--- src/rtl/hb_decimator.sv ---
// hb_decimator: 11-tap half-band FIR, decimate-by-2, symmetric pre-add,
// round-half-up and saturate, one registered output per odd-indexed input.
`default_nettype none

module hb_decimator #(
   parameter int IN_W      = 16,
   parameter int OUT_W     = 16,
   parameter int COEF_W    = 16,
   parameter int COEF_FRAC = 15,
   parameter int H0        = 324,
   parameter int H2        = -1874,
   parameter int H4        = 9741,
   parameter int HC        = 16384
) (
   input  logic                    clk,
   input  logic                    rst,
   input  logic                    in_valid,
   input  logic signed [IN_W-1:0]  in_data,
   output logic                    out_valid,
   output logic signed [OUT_W-1:0] out_data
);

   localparam int ACC_W = IN_W + COEF_W + 3;
   localparam int PRE_W = IN_W + 1;

   localparam logic signed [COEF_W-1:0] C0 = COEF_W'(H0);
   localparam logic signed [COEF_W-1:0] C2 = COEF_W'(H2);
   localparam logic signed [COEF_W-1:0] C4 = COEF_W'(H4);
   localparam logic signed [COEF_W-1:0] CC = COEF_W'(HC);

   localparam logic signed [ACC_W-1:0] RND     = ACC_W'(1) << (COEF_FRAC - 1);
   localparam logic signed [ACC_W-1:0] SAT_MAX = ACC_W'((1 << (OUT_W - 1)) - 1);
   localparam logic signed [ACC_W-1:0] SAT_MIN = -SAT_MAX - ACC_W'(1);

   // dl[i] holds x[n-1-i] relative to the sample currently on in_data
   logic signed [IN_W-1:0]  dl [0:9];
   logic                    phase;

   logic signed [PRE_W-1:0] s0, s2, s4;
   logic signed [ACC_W-1:0] acc, rnd, shifted, sat;

   always_comb begin
      s0 = PRE_W'(in_data) + PRE_W'(dl[9]);
      s2 = PRE_W'(dl[1])   + PRE_W'(dl[7]);
      s4 = PRE_W'(dl[3])   + PRE_W'(dl[5]);
      acc = ACC_W'(s0) * ACC_W'(C0)
          + ACC_W'(s2) * ACC_W'(C2)
          + ACC_W'(s4) * ACC_W'(C4)
          + ACC_W'(dl[4]) * ACC_W'(CC);
      rnd     = acc + RND;
      shifted = rnd >>> COEF_FRAC;
      if (shifted > SAT_MAX) begin
         sat = SAT_MAX;
      end else if (shifted < SAT_MIN) begin
         sat = SAT_MIN;
      end else begin
         sat = shifted;
      end
   end

   always_ff @(posedge clk) begin
      if (rst) begin
         for (int i = 0; i < 10; i++) dl[i] <= '0;
         phase     <= 1'b0;
         out_valid <= 1'b0;
         out_data  <= '0;
      end else begin
         out_valid <= 1'b0;
         if (in_valid) begin
            dl[0] <= in_data;
            for (int i = 1; i < 10; i++) dl[i] <= dl[i-1];
            phase <= ~phase;
            // phase=1 means the sample being accepted is odd-indexed
            if (phase) begin
               out_valid <= 1'b1;
               out_data  <= OUT_W'(sat);
            end
         end
      end
   end

endmodule

`default_nettype wire

--- config.mk ---
export PLATFORM = sky130hd
export DESIGN_NAME = hb_decimator
export DESIGN_NICKNAME = d
export VERILOG_FILES = /design/src/rtl/hb_decimator.sv
export SDC_FILE = /design/constraint.sdc
export NUM_CORES = 1
export LEC_CHECK = 0
export ABC_AREA = 1
export BUFFER_PORTS_ARGS = -buffer_cell sky130_fd_sc_hd__buf_2
export CORE_ASPECT_RATIO = 2
export CORE_MARGIN = 5
export CORE_UTILIZATION = 23
export CTS_BUF_LIST = sky130_fd_sc_hd__clkbuf_16
export DETAILED_ROUTE_END_ITERATION = 10
export GPL_ROUTABILITY_DRIVEN = 0
export HOLD_SLACK_MARGIN = 0.08
export PLACE_DENSITY_LB_ADDON = 0.25
export SETUP_SLACK_MARGIN = 0.4
export SYNTH_ARGS = -nofsm -noshare
export SYNTH_HDL_FRONTEND = slang
export SYNTH_SLANG_ARGS = --single-unit
--- constraint.sdc ---
create_clock -name clk -period 23.5 [get_ports clk]
set_input_delay 2.35 -clock clk [delete_from_list [all_inputs] [get_ports clk]]
set_output_delay 2.35 -clock clk [all_outputs]
set_load 0.005 [all_outputs]
== Yosys cells after proc, flatten, opt, wreduce, memory -nomap -nowiden ==
Memories as Yosys holds them, arrays and structs flattened.
Index checks and enable logic that the tools add are counted.

* Output and inout bits: 17
* RAM bits: 160
* Logic and storage cells: 48
* Memories: 1
* Bits in registers: 18

* Bitwise gates (word level): 12
* $add $sub $neg: 7
* Reductions and logical operators: 2
* Mux-type cells: 18
* $lt $le $gt $ge: 2
* $mul: 3

{| class="wikitable"
|+ Memory list
! name !! words !! width !! rd ports !! clocked after Yosys merged registers in !! write ports !! line !! RTL
|-
| dl || 10 || 16 || 10 || 0 || 10 || 36 || <nowiki>logic signed [IN_W-1:0] dl [0:9];</nowiki>
|}

{| class="wikitable"
|+ Operators by type and width
! operator !! number
|-
| $mux 16 || 12
|-
| $add 16x16->17 || 3
|-
| $add 34x16->35 const B || 1
|-
| $add 33x30->34 || 1
|-
| $add 30x32->33 || 1
|-
| $mul 17x15->32 const B || 1
|-
| $add 27x29->30 || 1
|-
| $mul 17x11->28 const B || 1
|-
| $mul 17x8->25 const B || 1
|-
| $gt 20x16->1 const B || 1
|-
| $lt 20x16->1 const B || 1
|-
| $or 1x1->1 || 10
|-
| $mux 1 || 6
|-
| $not 1->1 || 2
|-
| $reduce_and 2->1 || 1
|-
| $reduce_or 2->1 || 1
|}

== Longest topological paths before layout ==
Gate-level depths: netlist of run 1.
An unclocked memory read counts as a cell.

* Depth after elaboration: 10
* Gate-level depth with buffers: 56
* Depth with buffers taken out: 55

== Worst setup path before layout of run 1 ==
No wires, ideal clock.

* Path kind: input-to-reg
* Start point: input in_data[0]
* End point: register out_data[0]
* Data arrival time: 10,615 ps
* Cell stages on the path: 43
* Buffers on the path: 1
* Path slack: 12,766 ps
* Path through: ha_1 -> fa_1 -> nand3_1 -> nand2_1 -> a21oi_1 -> o21ai_0 -> a21boi_0 -> o21bai_1 -> xor2_1 -> inv_1 -> ha_1 -> fa_1 -> ha_1 -> ha_1 -> nand2_1 -> o21ai_0 -> a311oi_1 -> o21ai_0 -> (+7 left out) -> ha_1 -> ha_1 -> inv_1 -> fa_1 -> fa_1 -> inv_1 -> ha_1 -> a21oi_1 -> o21ai_0 -> nand2_1 -> nand2_1 -> a21oi_1 -> nand3_1 -> nand2_1 -> nand4_1 -> a21oi_4 -> buf_6 -> a21oi_1

* Word-level cells in the longest chain between the ends: 9
* Elaborated cells on any way between the ends: 10

{| class="wikitable"
|+ RTL lines
! item !! line !! RTL
|-
| from (decl) || 18 || <nowiki>input logic signed [IN_W-1:0] in_data,</nowiki>
|-
| $add 16x16->17 * || 43 || <nowiki>s0 = PRE_W'(in_data) + PRE_W'(dl[9]);</nowiki>
|-
| $mul 17x8->25 * || 46 || <nowiki>acc = ACC_W'(s0) * ACC_W'(C0)</nowiki>
|-
| $add 27x29->30 * || 47 || <nowiki>+ ACC_W'(s2) * ACC_W'(C2)</nowiki>
|-
| $add 30x32->33 * || 48 || <nowiki>+ ACC_W'(s4) * ACC_W'(C4)</nowiki>
|-
| $add 33x30->34 * || 49 || <nowiki>+ ACC_W'(dl[4]) * ACC_W'(CC);</nowiki>
|-
| $add 34x16->35 * || 50 || <nowiki>rnd = acc + RND;</nowiki>
|-
| $lt 20x16->1 || 54 || <nowiki>end else if (shifted < SAT_MIN) begin</nowiki>
|-
| $mux 16 || 54 ||
|-
| $mux 16 * || 52 || <nowiki>if (shifted > SAT_MAX) begin</nowiki>
|-
| to (signal assigned) || 76 || <nowiki>out_data <= OUT_W'(sat);</nowiki>
|-
| to (decl) || 20 || <nowiki>output logic signed [OUT_W-1:0] out_data</nowiki>
|}

Every way passes the cells marked *; elsewhere a longest branch is shown, timed or not.
A chain may end at the register's enable or synchronous reset.

==> impl_metrics.csv, run 1 <==
group,metric,value,unit
outcome,outcome,"finished, final reports clean",
setup_path,end_kind,"register",
die,initial_core_util,23.2,%
setup_path,reg2reg_slack,11.62,ns
synth,synthArstFlopShare,0,%
sta,fmax,84.2,MHz
place,io_buffers,35,
sta,tightest_slew,0.979,ns
synth,yosysMostFrequentCell,"inv_1",
cells_and_area,area_growth,10.5,%
sta,min_period,11.88,ns
cts,cts_made_buffers,17,
cts,cts_sinks,178,
synth,ys_warn_count,0,
setup_path,required,23.87,ns
setup_path,arrival,12.25,ns
cells_and_area,drive_gt1_share,5.16,%
sta,drv_slew,0,
cells_and_area,utilization,25.6,%
global_routing,grt_max_degree,93,
setup_path,critPathSlowestCell,"fa_1",
synth,synth.distinct_cells,51,
setup_path,cpMostUsedCell,"inv_1",
die,io_pins,36,
drt,dr_total_vias,15664,
drt,ant_nets,0,
cells_and_area,fin_nets,3184,
setup_path,cp-start-kind,"register",
synth,ys.flop_type,"edfxtp_1",
global_routing,antenna_found_initial,0,
cells_and_area,n_antenna_cell,0,
drt,drt_iter0_drc,549,
drt,wl,60800,µm
place,dpl.hpwl,52900,µm
synth,netlist_area,22100,µm²
cells_and_area,filler_cell_count,10437,
cts,h-tree-depth,4,
synth,synth_top_cell_area_share,21.8,%
sta,fin_skew,0.0214,ns
synth,synth_commonest_cells,"711 x inv_1, 374 x ha_1, 296 x nand2_1",
global_routing,first_global_vias,17302,
sta,hold_viol,0,
cts,cts_resized,0,
setup_path,slowest_delay,0.54,ns
cts,cts_hold_buf,0,
die,coreArea,95300,µm²
sta,relSlewSlack,34.7,%
drt,drt_pre_antenna_iters,4,
cts,clkLatencyLatePin,0.51,ns
drt,drc_errors,0,
cts,clkTransAtPathRegs,0.08,ns
setup_path,critPathMaxFanout,15,
cts,post_cts_buffers,0,
synth,syn-num-nets,3140,
sta,period_share,50.6,%
worst_hold_path,hp-class,"reg2reg",
drt,wl_per_cell,16.0,µm
cts,clock_path_buffers,2,
worst_hold_path,hold_path_depth,2,
cts,cts_root_buffer,"clkbuf_16",
synth,syn_avg_cell_area,8.70,µm²
die,die_h,448,µm
sta,finalSetupTns,0,ns
setup_path,r2r_cells,46,
drt,via_per_inst,4.11,
global_routing,grt_pass1_wl,94500,µm
die,rows,160,
synth,syn_inst,2539,
setup_path,criticalPathCategory,"reg2reg",
global_routing,gr-total-overflow,0,
synth,synth_edf_count,160,
synth,synthTopCellsByArea,"edfxtp_1 22%, ha_1 21%, fa_1 19%",
global_routing,grt_usage,12.0,%
job,drv_cap,0,
synth,ys_seq_area_share,23.4,%
die,die_w,229,µm
cts,cts_tree,"built",
sta,rsz0062_at_grt,"no",
die,dieArea,103000,µm²
synth,synth-seq-cells,178,
sta,setup_viol,0,
synth,yosysTopAreaCell,"edfxtp_1",
## sequential cells by signal, indices dropped and copies added, names as in the netlist
| signal | count |
|---|---|
| dl | 160 |
| out_data | 16 |
| out_valid | 1 |
| phase | 1 |
## routing by layer
metal	vias up	track usage [%]	share of wire, %
li1	7931	-	-
met1	7466	10.8	34
met2	162	25.7	59
met3	105	1.30	1.5
met4	0	6.03	5.0
met5	-	0	0
## critical path: cells and delay by family, from the launching register on
family          cells  cell delay (ns)
fa+ha+maj          13             5.77
compound gates     10             2.49
simple gates       12             1.56
xor+xnor            2             0.74
buf+inv             9             0.72
flops               1             0.42
## layout by cell type, fill, tap and decap left out, types with 12 or more instances in the layout
cell type  count
clkbuf_16     17
edfxtp_1     160
nor2_1       262
o21ai_0       61
inv_1        711
xnor2_1       33
ha_1         374
xor2_1        77
buf_2         35
a21oi_1      132
buf_4         12
nand3_1       51
nand2_1      295
fa_1         208
nor3_1        13
dfxtp_1       18
## final timing paths
check,start,end
max,dl[0][18],out_data[4]
min,out_data[15],out_data[15]
max reg2reg,dl[0][18],out_data[4]
min reg2reg,out_data[15],out_data[15]
## per-stage QoR
step | instance area (µm²) | worst slack, ns | instances | hold WS [ns]
after floorplan | 22100 | 12.77 | 2539 | 0.456
after CTS | 24400 | 11.52 | 3811 | 0.471
final | 24400 | 11.62 | 3811 | 0.467
after global placement | 23800 | 11.23 | 3779 | 0.454
after global routing | 24400 | 10.91 | 3811 | 0.504
after detailed placement | 23800 | 11.12 | 3779 | 0.458
## cells by family after synthesis
group / Yosys count / share of synthesized area [%]
XOR/XNOR: 116 / 4.91
AND/OR/NAND/NOR: 665 / 12.3
adder cells (fa/ha/maj): 582 / 40.0
AO/OA/AOI/OAI: 257 / 6.67
flip-flops: 178 / 23.4
multiplexers: 1 / 0.0510
buffers and inverters: 740 / 12.7
## layout make-up
type / instances / area (µm²) / share of cell area, %
Timing Repair Buffer: 47 / 265 / 1.09
Clock inverter: 15 / 203 / 0.830
Inverter: 718 / 2700 / 11.0
Tap cell: 1215 / 1520 / 6.23
Multi-Input combinational cell: 1621 / 14100 / 57.9
Sequential cell: 178 / 5160 / 21.2
Clock buffer: 17 / 425 / 1.74
Power of run 1 is not shown: default switching activity piles up to over one toggle a cycle in this logic, so the estimate is an artifact.
==> inputs of run 2 (changes only) <==
==> constraint.sdc (replaced) <==
create_clock -name clk -period 10.16 [get_ports clk]
set_input_delay 1.016 -clock clk [delete_from_list [all_inputs] [get_ports clk]]
set_output_delay 1.016 -clock clk [all_outputs]
set_load 0.005 [all_outputs]
==> run 2 against run 1 <==
  * Worst setup slack got worse by 12 ns
  * First-iteration DRC count grew 11%
  * Critical path depth rose by 1
  * Sequential share of layout area shrank 3.6 points
  * Fmax increased by 18%
  * Final cell count increased by 10%
  * Clock-buffer cell count did not move
  * Non-clock buffer count increased by 388
  * Largest cell class unchanged
  * Highest routed layer unchanged
==> impl_metrics.csv, run 2 (synthesis results as in run 1) <==
group,metric,value,unit
global_routing,antenna_found_initial,0,
cts,cts_made_buffers,17,
sta,tightest_slew,0.996,ns
sta,rsz0062_at_grt,"yes",
die,io_pins,36,
cells_and_area,utilization,30.9,%
setup_path,end_kind,"register",
cells_and_area,area_growth,33.1,%
setup_path,critPathSlowestCell,"fa_1",
cts,h-tree-depth,4,
cts,clock_path_buffers,2,
setup_path,critPathMaxFanout,7,
setup_path,reg2reg_slack,0.06,ns
setup_path,required,10.55,ns
cts,cts_root_buffer,"clkbuf_16",
drt,drt_pre_antenna_iters,6,
setup_path,criticalPathCategory,"reg2reg",
cts,clkTransAtPathRegs,0.08,ns
sta,drv_slew,0,
global_routing,grt_busiest_layer,"met2",
die,rows,160,
cts,cts_hold_buf,0,
setup_path,critPathBufInv,12,
cells_and_area,mostFrequentLayoutCells,"666 x inv_1, 378 x buf_4, 316 x ha_1",
cts,clkLatencyLatePin,0.51,ns
cells_and_area,largest_reg_flops,160,
global_routing,gr-total-overflow,0,
cells_and_area,n_antenna_cell,0,
setup_path,crit_cells,47,
cells_and_area,filler_cell_count,10153,
sta,fin_skew,0.0172,ns
die,die_h,448,µm
setup_path,r2r_cells,47,
setup_path,slowest_delay,0.56,ns
cts,cts_sinks,178,
die,coreArea,95300,µm²
drt,wl,67400,µm
setup_path,crit_family,"adder cells",
worst_hold_path,hold_path_depth,2,
global_routing,grt_max_degree,77,
global_routing,first_global_vias,19117,
die,initial_core_util,23.2,%
setup_path,cp-start-kind,"register",
sta,period_share,99.4,%
drt,ant_nets,0,
global_routing,grt_use_met1,11.1,%
cells_and_area,layout_commonest_cell,"inv_1",
drt,dr_total_vias,17401,
global_routing,use_met3,1.34,%
job,drv_cap,0,
place,io_buffers,35,
drt,drt_iter0_drc,607,
cells_and_area,largest-register,"dl",
cells_and_area,top_regs,"dl x160, out_data x16",
outcome,outcome,"finished, final reports clean",
drt,wl_per_cell,16.1,µm
worst_hold_path,hp-class,"reg2reg",
cts,cts_tree,"built",
cells_and_area,fin_nets,3573,
die,dieArea,103000,µm²
global_routing,grt_usage,13.2,%
sta,min_period,10.10,ns
drt,drc_errors,0,
cells_and_area,drive_gt1_share,27.9,%
sta,relSlewSlack,33.6,%
global_routing,grt_pass1_wl,104000,µm
die,die_w,229,µm
sta,hold_viol,0,
global_routing,globalRouteMet2Util,29.1,%
sta,setup_viol,0,
drt,via_per_inst,4.15,
place,dpl.hpwl,57700,µm
setup_path,cpMostUsedCell,"fa_1",
sta,fmax,99.1,MHz
setup_path,arrival,10.48,ns
-- run 2: cell types whose count changed in the layout (fill, tap and decap cells not counted), sizes merged --
| cell | before | now |
|---|---|---|
| nand2 | 308 | 309 |
| bufinv | 1 | 2 |
| buf | 47 | 434 |
| clkinv | 6 | 3 |
| clkinvlp | 0 | 3 |
| inv | 726 | 723 |
| clkbuf | 17 | 18 |
-- run 2: repair_timing --
action                     4_1_cts  5_1_grt
pin swaps                       83      137
setup endpoints to repair       16       16
buffers inserted                23       27
resized for setup              254      195
gates cloned                     2        0
-- run 2: worst reg2reg max path: cells and delay by family, from the launching register on --
kind | cells | cell delay (ns)
compound gates | 7 | 1.14
xor+xnor | 2 | 0.29
simple gates | 12 | 1.19
buf+inv | 12 | 1.01
flops | 1 | 0.37
fa+ha+maj | 14 | 6.01
-- run 2: worst paths after layout --
path / start / endpoint
hold / removal: out_data[15] / out_data[15]
hold reg to reg: out_data[15] / out_data[15]
setup / recovery: dl[0][112] / out_data[10]
setup reg to reg: dl[0][112] / out_data[10]
-- run 2: metal layers --
layer	up-vias	routed length, µm
li1	8692	-
met1	8392	21500
met2	196	40800
met3	121	888
met4	0	4240
met5	-	0
-- run 2: final cells by class --
type / instances / area, µm² / share of cell area, %
clock buffers: 17 / 425 / 1.45
flip-flops and latches: 178 / 5160 / 17.6
well taps: 1215 / 1520 / 5.17
clock inverters: 13 / 138 / 0.468
repair buffers: 435 / 3300 / 11.2
inverters: 718 / 2700 / 9.18
multi-input cells: 1622 / 16200 / 54.9
-- run 2: metrics by stage --
step / TNS [ns] / std cells / hold WS [ns] / instance area, µm² / worst slack [ns]
floorplan: 0 / 2539 / 0.456 / 22100 / 0.452
global placement: -12.06 / 4116 / 0.484 / 26300 / -0.769
detailed placement: -11.70 / 4116 / 0.495 / 26300 / -0.745
CTS: -0.225 / 4171 / 0.506 / 28300 / -0.0272
global route: -5.05 / 4198 / 0.542 / 29400 / -0.352
finish: 0 / 4198 / 0.493 / 29400 / 0.0641
Power of run 2 is left out for the same reason.
